==> src/rtl/mem_pkg.sv <==
// Shared types and constants for the main-memory port arbiter.
// Latency: n/a (declarations only).
// Backpressure: n/a.
package mem_pkg;

    localparam int LINE_W = 128;
    localparam int WORD_W = 32;
    localparam int ADDR_W = 32;

    typedef enum logic [1:0] {
        IDLE   = 2'd0,
        ACCESS = 2'd1,
        RESP   = 2'd2
    } state_t;

    typedef enum logic {
        OWN_I = 1'b0,
        OWN_D = 1'b1
    } owner_t;

    typedef enum logic {
        OP_RD = 1'b0,
        OP_WR = 1'b1
    } op_t;

    // Reads fetch a whole 16-byte line, writes touch a single 4-byte word.
    function automatic logic [ADDR_W-1:0] align_addr(input logic [ADDR_W-1:0] addr,
                                                      input op_t op);
        logic [ADDR_W-1:0] mask;
        mask = (op == OP_RD) ? 32'hFFFF_FFF0 : 32'hFFFF_FFFC;
        return addr & mask;
    endfunction

endpackage

==> src/rtl/mem_port_pick.sv <==
// Grant selection between icache refill and dcache write/refill; optional
// round-robin between the two groups when MEM_PORT_ARB_RR_EN is defined.
// Latency: combinational. Backpressure: none, evaluated only while the port is idle.
module mem_port_pick
    import mem_pkg::*;
(
    input  logic i_req,
    input  logic d_rd_req,
    input  logic d_wr_req,
`ifdef MEM_PORT_ARB_RR_EN
    input  logic rr_next,     // group to favour on a tie (OWN_I / OWN_D)
`endif
    output logic grant_vld,
    output logic owner,
    output logic op
);

    logic d_pend;
    logic pick_d;

    // Choose the group, then the dcache op (write before read inside the group).
    always_comb begin
        d_pend    = d_rd_req | d_wr_req;
        grant_vld = i_req | d_pend;
`ifdef MEM_PORT_ARB_RR_EN
        if (i_req && d_pend) begin
            pick_d = (rr_next == OWN_D);
        end else begin
            pick_d = d_pend;
        end
`else
        pick_d = d_pend;
`endif
        owner = pick_d ? OWN_D : OWN_I;
        op    = (pick_d && d_wr_req) ? OP_WR : OP_RD;
    end

endmodule

==> src/rtl/mem_port_arbiter.sv <==
// Sequences icache/dcache transactions onto one RAM port; MEM_PORT_ARB_RR_EN selects round-robin.
// Latency: strobe MEM_LATENCY cycles after the sample cycle, done one cycle later (MEM_LATENCY+2 occupancy).
// Backpressure: requesters hold their request until done; nothing is sampled while busy.
module mem_port_arbiter
    import mem_pkg::*;
#(
    parameter int MEM_LATENCY = 4
) (
    input  logic          clk,
    input  logic          rstn,
    input  logic          i_req,
    input  logic [31:0]   i_addr,
    output logic          i_done,
    output logic [127:0]  i_rdata,
    input  logic          d_rd_req,
    input  logic          d_wr_req,
    input  logic [31:0]   d_addr,
    input  logic [31:0]   d_wdata,
    output logic          d_done,
    output logic [127:0]  d_rdata,
    output logic          mem_rd,
    output logic          mem_wr,
    output logic [31:0]   mem_addr,
    output logic [31:0]   mem_wdata,
    input  logic [127:0]  mem_rdata,
    output logic          busy
);

    localparam logic [3:0] CNT_LOAD = 4'(MEM_LATENCY - 1);

    state_t     state;
    logic [3:0] cnt;
    owner_t     cur_own;
    op_t        cur_op;

    logic       pick_vld;
    logic       pick_own;
    logic       pick_op;

`ifdef MEM_PORT_ARB_RR_EN
    owner_t     rr_next;
`endif

    mem_port_pick u_pick (
        .i_req     (i_req),
        .d_rd_req  (d_rd_req),
        .d_wr_req  (d_wr_req),
`ifdef MEM_PORT_ARB_RR_EN
        .rr_next   (rr_next),
`endif
        .grant_vld (pick_vld),
        .owner     (pick_own),
        .op        (pick_op)
    );

    // Transaction sequencer: grant in IDLE, hold the strobe for the access window, pulse done.
    always_ff @(posedge clk or negedge rstn) begin
        if (!rstn) begin
            state     <= IDLE;
            cnt       <= '0;
            cur_own   <= OWN_I;
            cur_op    <= OP_RD;
            i_done    <= 1'b0;
            d_done    <= 1'b0;
            i_rdata   <= '0;
            d_rdata   <= '0;
            mem_rd    <= 1'b0;
            mem_wr    <= 1'b0;
            mem_addr  <= '0;
            mem_wdata <= '0;
            busy      <= 1'b0;
`ifdef MEM_PORT_ARB_RR_EN
            rr_next   <= OWN_I;
`endif
        end else begin
            case (state)
                IDLE: begin
                    if (pick_vld) begin
                        cur_own  <= owner_t'(pick_own);
                        cur_op   <= op_t'(pick_op);
                        mem_addr <= align_addr((pick_own == OWN_D) ? d_addr : i_addr,
                                               op_t'(pick_op));
                        if (pick_op == OP_WR) begin
                            mem_wdata <= d_wdata;
                        end
                        mem_rd   <= (pick_op == OP_RD);
                        mem_wr   <= (pick_op == OP_WR);
                        cnt      <= CNT_LOAD;
                        busy     <= 1'b1;
                        state    <= ACCESS;
`ifdef MEM_PORT_ARB_RR_EN
                        rr_next  <= (pick_own == OWN_I) ? OWN_D : OWN_I;
`endif
                    end
                end
                ACCESS: begin
                    if (cnt == 4'd0) begin
                        // mem_rdata is only valid on this final access cycle.
                        if (cur_op == OP_RD) begin
                            if (cur_own == OWN_I) begin
                                i_rdata <= mem_rdata;
                            end else begin
                                d_rdata <= mem_rdata;
                            end
                        end
                        mem_rd <= 1'b0;
                        mem_wr <= 1'b0;
                        i_done <= (cur_own == OWN_I);
                        d_done <= (cur_own == OWN_D);
                        state  <= RESP;
                    end else begin
                        cnt <= cnt - 4'd1;
                    end
                end
                RESP: begin
                    i_done <= 1'b0;
                    d_done <= 1'b0;
                    busy   <= 1'b0;
                    state  <= IDLE;
                end
                default: begin
                    state <= IDLE;
                end
            endcase
        end
    end

endmodule
==> config.mk <==
export PLATFORM = sky130hd
export DESIGN_NAME = mem_port_arbiter
export DESIGN_NICKNAME = d
export VERILOG_FILES = /design/src/rtl/mem_pkg.sv /design/src/rtl/mem_port_pick.sv /design/src/rtl/mem_port_arbiter.sv
export SDC_FILE = /design/constraint.sdc
export NUM_CORES = 1
export LEC_CHECK = 0
export ABC_AREA = 1
export BUFFER_PORTS_ARGS = -buffer_cell sky130_fd_sc_hd__buf_2
export CAP_MARGIN = 20
export CORE_AREA = 3 3 214 216
export CTS_CLUSTER_SIZE = 24
export DETAILED_ROUTE_END_ITERATION = 8
export DIE_AREA = 0 0 217 219
export PLACE_DENSITY = 0.52
export SYNTH_ARGS = -nofsm -noshare
export SYNTH_HDL_FRONTEND = slang
export SYNTH_SLANG_ARGS = --single-unit
export TNS_END_PERCENT = 10
==> constraint.sdc <==
create_clock -name clk -period 4.25 [get_ports clk]
set_input_delay 0.425 -clock clk [delete_from_list [all_inputs] [get_ports clk]]
set_output_delay 0.425 -clock clk [all_outputs]
set_load 0.005 [all_outputs]
==> flow_metrics.env <==
export IMPL_clock_root_buffer="clkbuf_16"
export IMPL_crit_start="cur_own"
export IMPL_antenna_found_initial=13
export IMPL_finalClockSkew_ps=14.70
export IMPL_netlist_area_um2=13140
export IMPL_finalPower_mw=13.55
export IMPL_num_fill_cells=4626
export IMPL_setup_viol=0
export IMPL_fin_area_um2=17600
export IMPL_critPathMaxStageDelay_ps=780
export IMPL_routabilityCongestion=0.8579
export IMPL_die_w_um=217
export IMPL_status="complete, no violations"
export IMPL_grt_pass1_vias=11700
export IMPL_fp_dieH_um=219
export IMPL_critical_path_class="reg2reg"
export IMPL_fin_nets=2213
export IMPL_worst_path_buf_inv=3
export IMPL_synth_seq_cells=331
export IMPL_clockBufferDepth=3
export IMPL_final_cell_mix="nand2_1 (817), buf_2 (544), dfrtp_1 (331)"
export IMPL_cp_top_family="buffers and inverters"
export IMPL_synth_warnings=0
export IMPL_grt_overflow=0
export IMPL_numPortBuffers=545
export IMPL_ios=554
export IMPL_drive_above_1_share_pct=32.25
export IMPL_maxCapViolCount=0
export IMPL_drcViolationCount=0
export IMPL_vdd_drop_max_v=0.0002964
export IMPL_num_vias=11740
export IMPL_drt_iter0_drc=723
export IMPL_worst_setup_path_end_kind="register"
export IMPL_slowest_stage="buf_4"
export IMPL_max_freq_mhz=394.4
export IMPL_ant_nets=0
export IMPL_max_slew_margin_rel_pct=29.48
export IMPL_numCtsBuffers=38
export IMPL_grt_max_degree=100
export IMPL_finalCriticalPeriod_ps=2536
export IMPL_wl_per_cell_um=17.63
export IMPL_wl_um=45920
export IMPL_final_hold_viol_count=0
export IMPL_final_common_cell="nand2_1"
export IMPL_cts_sinks=331
export IMPL_period_share_pct=59.66
export IMPL_cp_arrival_ps=3000
export IMPL_start_util_pct=29.77
export IMPL_clkTransAtPathRegs_ps=60
export IMPL_cpMostUsedCell="buf_4"
export IMPL_synth_top_area_share_pct=63.05
export IMPL_tightest_slew_ps=1057
export IMPL_hold_class="in2reg"
export IMPL_required_ps=4720
export IMPL_drt_pass1_iter_count=4
export IMPL_synth_distinct_cells=26
export IMPL_final_max_slew_viol_count=0
export IMPL_synthCells=1466
export IMPL_dp_hpwl_um=31390
export IMPL_power_density_nw_per_um2=769.7
export IMPL_cts_tree="yes"
export IMPL_crit_reg2reg_launch="cur_own"
export IMPL_p_leak_nw=9.506
export IMPL_grt_pass1_wl_um=69570
export IMPL_worstPathCellList="inv_1 -> nor2_4 -> buf_4 -> buf_4 -> nand3_1 -> nand2_1"
export IMPL_yosysTopAreaCell="dfrtp_1"
export IMPL_avgViaCountPerCell=4.508
export IMPL_synth_avg_cell_area_um2=8.961
export IMPL_htreeDepth=2
export IMPL_crit_path_start_kind="register"
export IMPL_r2r_slack_ps=1710
export IMPL_dieArea_um2=47520
export IMPL_cp_max_fo=72
export IMPL_coreArea_um2=44120
export IMPL_tns_ps=0
export IMPL_ys_top_cells_by_area="dfrtp_1 (63%), nand2_1 (23%), nand3_1 (5.1%)"
export IMPL_syn2layout_area_growth_pct=33.98
export IMPL_rsz0062_at_grt="no"
export IMPL_cts_resized=0
export IMPL_synth_seq_area_share_pct=63.05
export IMPL_rows=77
export IMPL_grt_usage_pct=18.69
export IMPL_dpl_cell_area_um2=16300
export IMPL_min_from="d_wdata[20]"
export IMPL_fin_util_pct=39.89
export IMPL_clk_latency_ps=540
-- state kept, by name, indices dropped and copies added, names as in the netlist --
name and count:
d_rdata 128, i_rdata 128, mem_wdata 32, mem_addr 30, cnt 4, state 2, busy 1, cur_op 1
cur_own 1, d_done 1, i_done 1, mem_rd 1, mem_wr 1
-- per-layer routing --
layer  part of all wire [%]  up-vias  track usage (%)
li1                       -     5605                -
met1                     41     5619            22.87
met2                     47      431            30.91
met3                    8.9       81            6.785
met4                    2.8        8            5.871
met5                   0.12        -                0
-- synth_stat cells (all sizes together) --
library cell / instances
o22ai: 1
nand2: 819
dfrtp: 331
clkbuf: 10
o21a: 1
buf: 80
nand3: 135
o21ai: 5
inv: 12
conb: 1
nor2: 10
or2: 29
xnor2: 1
ha: 2
clkinv: 1
o211ai: 28
-- worst paths after layout --
| check | depth (start not counted) | endpoint |
|---|---|---|
| min | 3 | mem_wdata[20] |
| max | 6 | d_rdata[123] |
| min in group asynchronous | 2 | d_rdata[85] |
| max reg2reg | 6 | d_rdata[123] |
| min reg2reg | 1 | i_done |
| max in group asynchronous | 3 | mem_wdata[0] |
-- stage by stage --
stage,instances,worst slack [ps],hold WS (ps)
after global routing,2602,1514,58.10
after global placement,2533,1446,448.7
after floorplan,1467,2792,129.4
after CTS,2598,1700,39.49
final,2605,1714,76.17
after detailed placement,2533,1438,452.9
-- logic make-up after synthesis --
| logic type | share of synthesized area [%] |
|---|---|
| adders and majority gates | 0.1905 |
| buffers and inverters | 4.419 |
| xor gates and xnor gates | 0.06669 |
| other | 0.02855 |
| DFF | 63.05 |
| AOI/OAI and AO/OA | 1.895 |
| and+or+nand+nor | 30.35 |
-- power breakdown --
group | switching [mW] | internal, mW | total [mW] | leakage (nW)
logic | 2.79 | 1.86 | 4.65 | 5.12
registers | 0.810 | 4.70 | 5.51 | 3.76
clock network | 1.31 | 2.08 | 3.39 | 0.631
total | 4.91 | 8.64 | 13.5 | 9.51
-- timing repair --
| action | CTS | global route |
|---|---|---|
| buffers inserted | 0 | 0 |
| endpoints found under the hold margin | 94 | 0 |
| hold buffers | 1 | 0 |
-- area by class of cell --
type	instances	area [um2]	area share, %
clock inverters	12	188.9	1.073
repair buffers	565	2928	16.63
well taps	592	740.7	4.208
clock buffers	52	1085	6.163
multi-input cells	1033	4309	24.48
inverters	13	48.80	0.2772
diodes	7	17.52	0.09952
flip-flops and latches	331	8283	47.06
-- tightest hold or removal path: cells and delay by family --
family        cells  cell delay, ps
simple gates      2              80
buf+inv           1              70
Note: power is estimated with default switching activity, not from simulation.
